## src/rtl/xdma_dsc_byp_ctrl.sv

```systemverilog
// XDMA descriptor-bypass controller: splits transfer requests into per-channel
// descriptors of at most MAX_DSC_LEN bytes and drives the XDMA bypass ports.
module xdma_dsc_byp_ctrl #(
  parameter int unsigned NUM_CH      = 2,
  parameter int unsigned MAX_DSC_LEN = 4096,
  parameter int unsigned REQ_LEN_W   = 32
) (
  input  logic                   axi_aclk,
  input  logic                   axi_aresetn,
  // request port
  input  logic                   req_valid,
  output logic                   req_ready,
  input  logic [1:0]             req_ch,
  input  logic [63:0]            req_src_addr,
  input  logic [63:0]            req_dst_addr,
  input  logic [REQ_LEN_W-1:0]   req_len,
  input  logic                   req_irq,
  // descriptor bypass ports, flattened per channel
  output logic [NUM_CH-1:0]      dsc_byp_load,
  input  logic [NUM_CH-1:0]      dsc_byp_ready,
  output logic [NUM_CH*64-1:0]   dsc_byp_src_addr,
  output logic [NUM_CH*64-1:0]   dsc_byp_dst_addr,
  output logic [NUM_CH*28-1:0]   dsc_byp_len,
  output logic [NUM_CH*16-1:0]   dsc_byp_ctl,
  // status
  output logic [NUM_CH-1:0]      ch_busy,
  output logic [NUM_CH*16-1:0]   done_cnt,
  output logic                   req_err
);

  // Length arithmetic is done at least 28 bits wide so MAX_DSC_LEN (up to 2^27)
  // always fits, even for narrow request length fields.
  localparam int unsigned CalcW = (REQ_LEN_W > 28) ? REQ_LEN_W : 28;
  localparam logic [CalcW-1:0] MaxLen = CalcW'(MAX_DSC_LEN);

  typedef enum logic [0:0] {StIdle, StEmit} ch_state_e;

  logic              ch_oob;
  logic              len_zero;
  logic              req_fire;
  logic              req_drop;
  logic [NUM_CH-1:0] ch_sel;
  logic [NUM_CH-1:0] ch_idle;
  logic              req_err_q;

  // Out-of-range channels are always ready so the request can be consumed and dropped.
  assign ch_oob   = (32'(req_ch) >= NUM_CH);
  assign len_zero = (req_len == '0);

  // Request handshake: ready when the addressed engine is idle or the index is invalid.
  always_comb begin
    req_ready = ch_oob;
    for (int i = 0; i < NUM_CH; i++) begin
      if (ch_sel[i] && ch_idle[i]) begin
        req_ready = 1'b1;
      end
    end
  end

  assign req_fire = req_valid & req_ready;
  assign req_drop = req_fire & (ch_oob | len_zero);

  // Dropped requests are flagged with a single-cycle error pulse.
  always_ff @(posedge axi_aclk or negedge axi_aresetn) begin
    if (!axi_aresetn) begin
      req_err_q <= 1'b0;
    end else begin
      req_err_q <= req_drop;
    end
  end

  assign req_err = req_err_q;

  for (genvar i = 0; i < NUM_CH; i++) begin : g_ch
    ch_state_e            state_q, state_d;
    logic [63:0]          src_q, src_d;
    logic [63:0]          dst_q, dst_d;
    logic [REQ_LEN_W-1:0] rem_q, rem_d;
    logic                 irq_q, irq_d;
    logic [15:0]          cnt_q, cnt_d;
    logic [CalcW-1:0]     rem_ext;
    logic [CalcW-1:0]     cur_ext;
    logic                 last;
    logic                 load;
    logic                 xfer;
    logic                 take;

    assign ch_sel[i] = (32'(req_ch) == i);

    assign rem_ext = CalcW'(rem_q);
    assign last    = (rem_ext <= MaxLen);
    assign cur_ext = last ? rem_ext : MaxLen;
    assign load    = (state_q == StEmit);
    assign xfer    = load & dsc_byp_ready[i];
    // ch_sel only matches in-range channels, so only the zero-length case needs excluding.
    assign take    = req_fire & ch_sel[i] & ~len_zero;

    // Engine next state: latch a request when idle, advance one descriptor per transfer.
    always_comb begin
      state_d = state_q;
      src_d   = src_q;
      dst_d   = dst_q;
      rem_d   = rem_q;
      irq_d   = irq_q;
      cnt_d   = cnt_q;
      unique case (state_q)
        StIdle: begin
          if (take) begin
            state_d = StEmit;
            src_d   = req_src_addr;
            dst_d   = req_dst_addr;
            rem_d   = req_len;
            irq_d   = req_irq;
          end
        end
        StEmit: begin
          if (xfer) begin
            // Address wrap past 2^64 is intentional modulo arithmetic.
            src_d = src_q + 64'(cur_ext);
            dst_d = dst_q + 64'(cur_ext);
            rem_d = rem_q - cur_ext[REQ_LEN_W-1:0];
            if (last) begin
              state_d = StIdle;
              cnt_d   = cnt_q + 16'd1;
            end
          end
        end
        default: state_d = StIdle;
      endcase
    end

    // Engine state registers; reset abandons any descriptors still pending.
    always_ff @(posedge axi_aclk or negedge axi_aresetn) begin
      if (!axi_aresetn) begin
        state_q <= StIdle;
        src_q   <= '0;
        dst_q   <= '0;
        rem_q   <= '0;
        irq_q   <= 1'b0;
        cnt_q   <= '0;
      end else begin
        state_q <= state_d;
        src_q   <= src_d;
        dst_q   <= dst_d;
        rem_q   <= rem_d;
        irq_q   <= irq_d;
        cnt_q   <= cnt_d;
      end
    end

    assign ch_idle[i]      = ~load;
    assign ch_busy[i]      = load;
    assign dsc_byp_load[i] = load;

    // Descriptor fields are forced to zero whenever the channel is not loading.
    assign dsc_byp_src_addr[64*i +: 64] = load ? src_q : '0;
    assign dsc_byp_dst_addr[64*i +: 64] = load ? dst_q : '0;
    assign dsc_byp_len[28*i +: 28]      = load ? cur_ext[27:0] : '0;
    // Bit 4 = EOP, bit 1 = completion interrupt; both only on the final descriptor.
    assign dsc_byp_ctl[16*i +: 16]      = load ? {11'd0, last, 2'd0, last & irq_q, 1'b0} : '0;
    assign done_cnt[16*i +: 16]         = cnt_q;
  end

endmodule

```

## config.mk

```make
export PLATFORM = sky130hd
export DESIGN_NAME = xdma_dsc_byp_ctrl
export DESIGN_NICKNAME = d
export VERILOG_FILES = /design/src/rtl/xdma_dsc_byp_ctrl.sv
export SDC_FILE = /design/constraint.sdc
export NUM_CORES = 1
export LEC_CHECK = 0
export BUFFER_PORTS_ARGS = -buffer_cell sky130_fd_sc_hd__clkbuf_2
export CAP_MARGIN = 15
export CORE_MARGIN = 1.5
export CORE_UTILIZATION = 52
export DETAILED_ROUTE_END_ITERATION = 10
export HOLD_SLACK_MARGIN = 0.15
export PLACE_DENSITY_LB_ADDON = 0.12
export SLEW_MARGIN = 20
export SYNTH_ARGS = -nofsm -noshare
export SYNTH_HDL_FRONTEND = slang
export SYNTH_SLANG_ARGS = --single-unit
```

## constraint.sdc

```tcl
create_clock -name axi_aclk -period 4.7 [get_ports axi_aclk]
set_input_delay 1.175 -clock axi_aclk [delete_from_list [all_inputs] [get_ports axi_aclk]]
set_output_delay 1.175 -clock axi_aclk [all_outputs]
set_load 0.01 [all_outputs]
```

==> impl_results.md, run 1 <==
- Global-route usage over all layers: 0.400
- Largest driver fanout on the critical path: 5
- Switching portion of total power: 0.469
- Sequential area share after synthesis: 0.311
- Number of buffers and inverters on the critical path: 2
- Fmax: 0.208 GHz
- Detail Route Antenna Nets: 0
- Floorplan die width: 238 um
- Comb power frac: 0.595
- Mean cell area of the mapped netlist: 7.93 um2
- Slew headroom: 0.459
- Worst setup slack after layout: -0.114 ns
- Clock group share of total power: 0.156
- Instance count of the mapped netlist: 3625
- Sequential Power Share: 0.249
- Die area: 0.0567 mm2
- Max-cap check violation count: 0
- Initial antenna violation count: 8
- Mapped cell area: 0.0288 mm2
- Final cell utilization of the core: 0.667
- DRC violation count after routing: 0
- Internal power component: 12800 uW
- TritonCTS buffer count: 44
- Ordered list of cells on the worst path: or3_4 > or4_4 > nor3_4 > and3b_2 > and2_4 > ha_4 > inv_2 > fa_2 > nor2b_4 > o31a_1 > o2111ai_2 > nand3_2 > a221oi_4 > buf_6 > o31ai_4 > a31oi_2 > or3_4 > or4_4 > nand3_2
- Flip-flop cell with the highest count after synthesis: sky130_fd_sc_hd__dfrtp_1
- Static Leak: 0.0177 uW
- Synth Warn #: 0
- Cell Count Post-Placement: 4910
- TritonCTS clock tree: built
- Worst endpoint data arrival time: 5.36 ns
- Area of the core region: 0.0549 mm2
- HPWL after DPL: 87800 um
- Pin slew with the least headroom to its limit: 0.811 ns
- Number of distinct library cell variants in the gate-level netlist after synthesis: 98
- Congestion Overflow GR: 0
- Max stage delay cell, worst path: sky130_fd_sc_hd__or4_4
- Clock skew after layout: 0.0213 ns
- Setup repair after global routing missed its margin: yes
- Final setup fails: 20
- Port Buf Inserts: 491
- TritonRoute pass-1 iters: 8
- Largest net degree at the start of global routing: 175
- Failing checks: setup timing
- Type of origin of the critical path: register
- Class of the tightest hold or removal check: register to register
- Gpl congestion: 0.983
- Area of all placed cells without fillers: 0.0366 mm2
- Proportion of layout cells with a drive suffix above 1: 0.248
- Count of H-tree levels built during CTS: 2
- Placement-stage cell area: 0.0334 mm2
- Critical path's largest stage delay: 0.51 ns
- Wire length of the first global-routing pass: 173000 um
- Detail-routed via count per cell: 6.15
- # rows: 86
- Type of the worst setup path: register to register
- Period minus WS final: 4.81 ns
- Status: finished, violations left
- Layout area overhead: 27.2%
- Share of flip-flops with an asynchronous set or reset after synthesis: 1.00
- IO Count: 550
- Number of global-route vias before repair: 28300
- Clock latency on the worst-skew pair: 0.61 ns
- Worst-path clk slew: 0.06 ns
- Root buffer cell: sky130_fd_sc_hd__clkbuf_16
- Most common library cell in the layout ignoring fill and taps: sky130_fd_sc_hd__clkbuf_2
- Number of buffers on the longest clock path: 3
- Clock Sinks: 357
- Violation count after the first detailed-routing iteration: 3057
- Initial core utilization: 0.524
- Layout Cells excl Fill: 5052
- Vert. Die Dim: 238 um
- Peak supply drop: 0.000398 V
- Hold-fix buffer count after cts: 0
- Layout Nets: 4613
- Net switching power: 11300 uW
- Family with the most delay on the worst path: simple AND/OR/NAND/NOR gates
- Setup TNS after final layout: -0.716 ns
- Detail-routed net length per standard cell: 23.4 um
- Critical path endpoint category: register
- Power per cell area: 660 mW/mm2
- Total Wirelength: 118000 um
- Most frequent cells in the layout: sky130_fd_sc_hd__clkbuf_2 (490), sky130_fd_sc_hd__nand2_1 (406), sky130_fd_sc_hd__dfrtp_1 (355)
- Synthesized flop and latch total: 357
- Fraction of the cycle the final worst path needs: 1.02
- Number of synthesized flops with an enable pin: 0
- Worst Path Required: 5.24 ns
- Final Max Slew Viols: 0
- Vias after detailed routing: 31000
- Number of hold violations in the final report: 0
[Yosys cell counts (14+ instances only)]
cell type / instances / area share
sky130_fd_sc_hd__xnor2_1: 93 / 0.028
sky130_fd_sc_hd__buf_4: 65 / 0.017
sky130_fd_sc_hd__a311oi_1: 14 / 0.0043
sky130_fd_sc_hd__or3_1: 20 / 0.0044
sky130_fd_sc_hd__nor2_1: 236 / 0.031
sky130_fd_sc_hd__nand4_1: 76 / 0.017
sky130_fd_sc_hd__a31oi_1: 33 / 0.0072
sky130_fd_sc_hd__a21o_1: 78 / 0.020
sky130_fd_sc_hd__o22ai_1: 81 / 0.018
sky130_fd_sc_hd__clkbuf_1: 184 / 0.024
sky130_fd_sc_hd__nor3_1: 74 / 0.013
sky130_fd_sc_hd__o211ai_1: 23 / 0.0060
sky130_fd_sc_hd__a21oi_1: 300 / 0.052
sky130_fd_sc_hd__nand2_1: 415 / 0.054
sky130_fd_sc_hd__and3_1: 115 / 0.025
sky130_fd_sc_hd__and4_1: 15 / 0.0046
sky130_fd_sc_hd__o21ai_0: 238 / 0.041
sky130_fd_sc_hd__and2_1: 286 / 0.062
sky130_fd_sc_hd__nor2b_1: 26 / 0.0057
sky130_fd_sc_hd__nand3_1: 135 / 0.023
sky130_fd_sc_hd__dfrtp_1: 357 / 0.31
sky130_fd_sc_hd__nor4_1: 32 / 0.0070
sky130_fd_sc_hd__a211oi_1: 19 / 0.0050
sky130_fd_sc_hd__nand2b_1: 32 / 0.0070
sky130_fd_sc_hd__ha_1: 132 / 0.057
sky130_fd_sc_hd__inv_1: 73 / 0.0095
sky130_fd_sc_hd__a22o_1: 25 / 0.0076
sky130_fd_sc_hd__o21a_1: 21 / 0.0055
sky130_fd_sc_hd__xor2_1: 39 / 0.012
sky130_fd_sc_hd__mux2i_1: 133 / 0.046
sky130_fd_sc_hd__buf_1: 15 / 0.0020
[registers in the layout, summed over array words and instances (netlist names)]
register      flops
g_ch.dst_q      128
g_ch.irq_q        2
req_err           1
g_ch.cnt_q       32
g_ch.load         2
g_ch.src_q      128
g_ch.rem_ext     64
[metal layers]
metal	GRT usage	up-vias	wire, um
li1	-	14300	-
met1	0.510	14800	45700
met2	0.605	1556	51400
met3	0.0694	373	10100
met4	0.306	8	10900
met5	0	-	53
[path summary, 6_finish.rpt]
check | start | endpoint | slack, ns | depth (start not counted)
max | g_ch[1].rem_ext[26] | g_ch[1].dst_q[58] | -0.11 | 19
min | g_ch[1].cnt_q[15] | g_ch[1].cnt_q[15] | 0.47 | 1
max reg2reg | g_ch[1].rem_ext[26] | g_ch[1].dst_q[58] | -0.11 | 19
min reg2reg | g_ch[1].cnt_q[15] | g_ch[1].cnt_q[15] | 0.47 | 1
max in group asynchronous | axi_aresetn | g_ch[1].src_q[8] | 3.12 | 2
min in group asynchronous | axi_aresetn | g_ch[1].cnt_q[14] | 0.56 | 1
[stage by stage]
| stage | hold slack (ns) | total power (uW) | worst slack, ns |
|---|---|---|---|
| 6_report | 0.472 | 24100 | -0.114 |
| 5_1_grt | 0.493 | 25700 | -0.265 |
| 4_1_cts | 0.474 | 23000 | 0.000940 |
| 3_5_place_dp | 0.464 | 19100 | -0.194 |
| 3_3_place_gp | 0.463 | 18900 | -0.0980 |
| 2_1_floorplan | 0.438 | 14200 | -0.0506 |
[repair_timing]
action | CTS | global route
cloned | 1 | 4
gates resized for setup | 22 | 227
setup endpoints to repair | 94 | 149
pin swaps | 13 | 124
hold endpoints to repair | 0 | 0
setup buffers | 9 | 47
[area by class of cell]
type                    count  area [um2]
diodes                      6        15.0
clock buffers              63        1310
clock inverters            16         248
fillers                  4771       18300
inverters                  75         283
multi-input cells        3051       20000
flip-flops and latches    357        8940
well taps                 704         881
repair buffers            780        4930
[power groups by stage]
stage	sequential [uW]	clock (uW)	combinational, uW
after floorplan	5280	0	8960
after global placement	5930	0	13000
after detailed placement	5940	0	13100
after CTS	5910	3790	13300
after global routing	6180	3900	15600
final	6020	3760	14400
[kinds of logic (layout without fill, tap and decap cells)]
| kind of cell | after synthesis | after routing | synth area share |
|---|---|---|---|
| AND/OR/NAND/NOR | 1513 | 1513 | 0.268 |
| AO/OA/AOI/OAI | 997 | 998 | 0.218 |
| flip-flops | 357 | 357 | 0.311 |
| buffers and inverters | 352 | 934 | 0.0550 |
| adder cells (fa/ha/maj) | 136 | 136 | 0.0602 |
| multiplexers | 136 | 136 | 0.0475 |
| XOR/XNOR | 132 | 132 | 0.0402 |
| other | 2 | 142 | 0.000261 |
[worst register-to-register path: cells and delay by family, from the launching register on]
family                   cells  cell delay [ns]
flip-flops                   1             0.39
buffers and inverters        2             0.19
AND/OR/NAND/NOR             10             2.81
AO/OA/AOI/OAI                5             0.81
adder cells (fa/ha/maj)      2             0.55
(Power assumes the default switching activity.)
==> run 2: changes to the inputs <==
CORE_ASPECT_RATIO = 1.25   (was not set)
==> run 2 against run 1 <==
The flow still finishes with violations (setup timing). Sequential cell count unchanged. Combinational power is 3% lower. Critical path depth is 1 higher. Hold slack got worse by 0.0012 ns. Final area is 2.3% lower. Final cell count shrank 0.71%. Clock power down 10%. Routed wire length is 0.40% higher. Sequential share of layout area increased by 0.57 points. Highest routed layer unchanged. Critical endpoint is now g_ch[1].dst_q[44]. Non-clock buffer count shrank 59. Via count is 2.0% lower. Critical path type unchanged.
==> impl_results.md, run 2 (synthesis results as in run 1) <==
- Comb power frac: 0.600 (+0.005)
- Vert. Die Dim: 266 um (+12%)
- Number of hold violations in the final report: 0 (unchanged)
- Die area: 0.0567 mm2 (about the same)
- Power per cell area: 653 mW/mm2 (-1.1%)
- Violation count after the first detailed-routing iteration: 2796 (-8.5%)
- Number of global-route vias before repair: 28100 (-0.51%)
- Net switching power: 11100 uW (-2.4%)
- Leading registers by flop count: g_ch.dst_q (128), g_ch.src_q (128), g_ch.rem_ext (64)
- Cell Count Post-Placement: 4898 (-0.24%)
- Fraction of the cycle the final worst path needs: 1.03 (+0.00615)
- Ordered list of cells on the worst path: or3_4 > or4_4 > nor3_4 > and3b_2 > buf_6 > and2_4 > ha_4 > nor2b_4 > o31a_1 > o2111ai_2 > nand3_2 > a221oi_4 > buf_12 > o31ai_4 > buf_4 > buf_6 > a21o_4 > and4_1 > o21ai_1 > o221a_2
- Root buffer cell: sky130_fd_sc_hd__clkbuf_16
- Max-cap check violation count: 0 (unchanged)
- Gpl congestion: 1.02 (+3.6%)
- Total Wirelength: 119000 um (+0.40%)
- Port Buf Inserts: 491 (unchanged)
- Initial core utilization: 0.525 (+0.00101)
- Clock group share of total power: 0.145 (-0.011)
- Layout Cells excl Fill: 5016 (-0.71%)
- TritonRoute pass-1 iters: 6 (-2)
- Layout area overhead: 24.3%
- Detail Route Antenna Nets: 0 (unchanged)
- Pin slew with the least headroom to its limit: 0.908 ns (+0.0968 ns)
- Initial antenna violation count: 5 (-3)
- Family with the most delay on the worst path: simple AND/OR/NAND/NOR gates
- # rows: 96 (+12%)
- Class of the tightest hold or removal check: register to register
- Layout Nets: 4552 (-1.3%)
- Static Leak: 0.0172 uW (-2.8%)
- Clock Sinks: 357 (unchanged)
- Largest driver fanout on the critical path: 8 (+3)
- Type of origin of the critical path: register
- Worst endpoint data arrival time: 5.38 ns (+0.02 ns)
- IO Count: 550 (unchanged)
- Max stage delay cell, worst path: sky130_fd_sc_hd__or4_4
- DRC violation count after routing: 0 (unchanged)
- Failing checks: setup timing
- Final Max Slew Viols: 0 (unchanged)
- Slew headroom: 0.389 (-0.0701)
- Worst-path clk slew: 0.06 ns (about the same)
- Period minus WS final: 4.84 ns (+0.0289 ns)
- Clock skew after layout: 0.0231 ns (+0.00182 ns)
- Wire length of the first global-routing pass: 172000 um (-0.49%)
- Most frequent cells in the layout: sky130_fd_sc_hd__clkbuf_2 (490), sky130_fd_sc_hd__nand2_1 (411), sky130_fd_sc_hd__dfrtp_1 (355)
- Power after layout: 23300 uW (-3.4%)
- Number of buffers on the longest clock path: 3 (unchanged)
- Critical path endpoint category: register
- Worst setup slack after layout: -0.142 ns (-0.0289 ns)
- TritonCTS clock tree: built
- Fmax: 0.207 GHz (-0.60%)
- Type of the worst setup path: register to register
- Status: finished, violations left
- Hold-fix buffer count after cts: 0 (unchanged)
- Vias after detailed routing: 30400 (-2.0%)
- Detail-routed net length per standard cell: 23.7 um (+1.1%)
- Area of the core region: 0.0548 mm2 (-0.19%)
- Worst Path Required: 5.24 ns (about the same)
- Congestion Overflow GR: 0 (unchanged)
- Proportion of layout cells with a drive suffix above 1: 0.231 (-0.0174)
- Internal power component: 12300 uW (-4.2%)
- Setup repair after global routing missed its margin: yes
- Switching portion of total power: 0.474 (+0.00465)
- Peak supply drop: 0.000460 V (+16%)
- Sequential Power Share: 0.255 (+0.006)
- TritonCTS buffer count: 43 (-2.3%)
- Critical path's largest stage delay: 0.51 ns (about the same)
- Floorplan die width: 213 um (-10%)
- Number of buffers and inverters on the critical path: 4 (+2)
- Largest net degree at the start of global routing: 153 (-13%)
- HPWL after DPL: 90000 um (+2.5%)
- Detail-routed via count per cell: 6.06 (-1.3%)
- Most common library cell in the layout ignoring fill and taps: sky130_fd_sc_hd__clkbuf_2
- Clock latency on the worst-skew pair: 0.60 ns (about the same)
- Final setup fails: 15 (-25%)
- Most used cell, CP: sky130_fd_sc_hd__buf_6
- Count of H-tree levels built during CTS: 2 (unchanged)
- Global-route usage over all layers: 0.403 (+0.00329)
==> run 2: cell count changes in the layout (fill, tap and decap cells not counted), sizes merged <==
cell,change
clkbuf,+1
o31ai,-1
buf,-59
clkdlybuf4s15,+1
diode,-4
clkinvlp,+1
bufinv,-6
==> run 2: routing by layer <==
metal	up-vias	share of wire	track usage
li1	14200	-	-
met1	14400	0.37	0.491
met2	1490	0.45	0.625
met3	384	0.075	0.0573
met4	8	0.10	0.346
met5	-	0.00045	0
==> run 2: worst paths after layout <==
| check | slack, ns | end | from | depth (start not counted) |
|---|---|---|---|---|
| max | -0.14 | g_ch[1].dst_q[44] | g_ch[1].rem_ext[25] | 20 |
| min | 0.47 | g_ch[1].cnt_q[15] | g_ch[1].cnt_q[15] | 1 |
| max reg2reg | -0.14 | g_ch[1].dst_q[44] | g_ch[1].rem_ext[25] | 20 |
| min reg2reg | 0.47 | g_ch[1].cnt_q[15] | g_ch[1].cnt_q[15] | 1 |
| max in group asynchronous | 3.13 | g_ch[0].src_q[14] | axi_aresetn | 2 |
| min in group asynchronous | 0.59 | g_ch[1].cnt_q[14] | axi_aresetn | 1 |
==> run 2: power groups by stage <==
stage	Sequential [uW]	Combinational, uW	Clock, uW
floorplan	5280	8960	0
global placement	5880	12900	0
detailed placement	5890	13000	0
CTS	5860	13200	3390
global route	6120	15300	3500
finish	5950	14000	3370
==> run 2: final cells by class <==
| type | instances | area, um2 |
|---|---|---|
| antenna | 2 | 5.00 |
| clock buffer | 65 | 1310 |
| clock inverter | 11 | 63.8 |
| fill | 5013 | 19000 |
| inverter | 75 | 283 |
| multi-input combinational | 3050 | 19800 |
| sequential | 357 | 8940 |
| tap | 735 | 920 |
| timing repair buffer | 721 | 4440 |
==> run 2: per-stage QoR <==
step | hold slack [ns] | setup TNS, ns | instance area, um2 | utilization | setup slack [ns]
after floorplan | 0.438 | -0.172 | 29400 | - | -0.0506
after global placement | 0.461 | -1.56 | 33100 | 0.604 | -0.174
after detailed placement | 0.466 | -4.16 | 33100 | 0.604 | -0.227
after CTS | 0.479 | -0.0378 | 34600 | 0.633 | -0.0229
after global routing | 0.498 | -5.31 | 35700 | 0.652 | -0.235
final | 0.471 | -1.05 | 35700 | 0.653 | -0.142
==> run 2: timing repair <==
item,4_1_cts,5_1_grt
endpoints found under the setup margin,73,142
cloned,0,2
endpoints found under the hold margin,0,0
resized for setup,24,181
buffers inserted,7,32
pin swaps,16,88
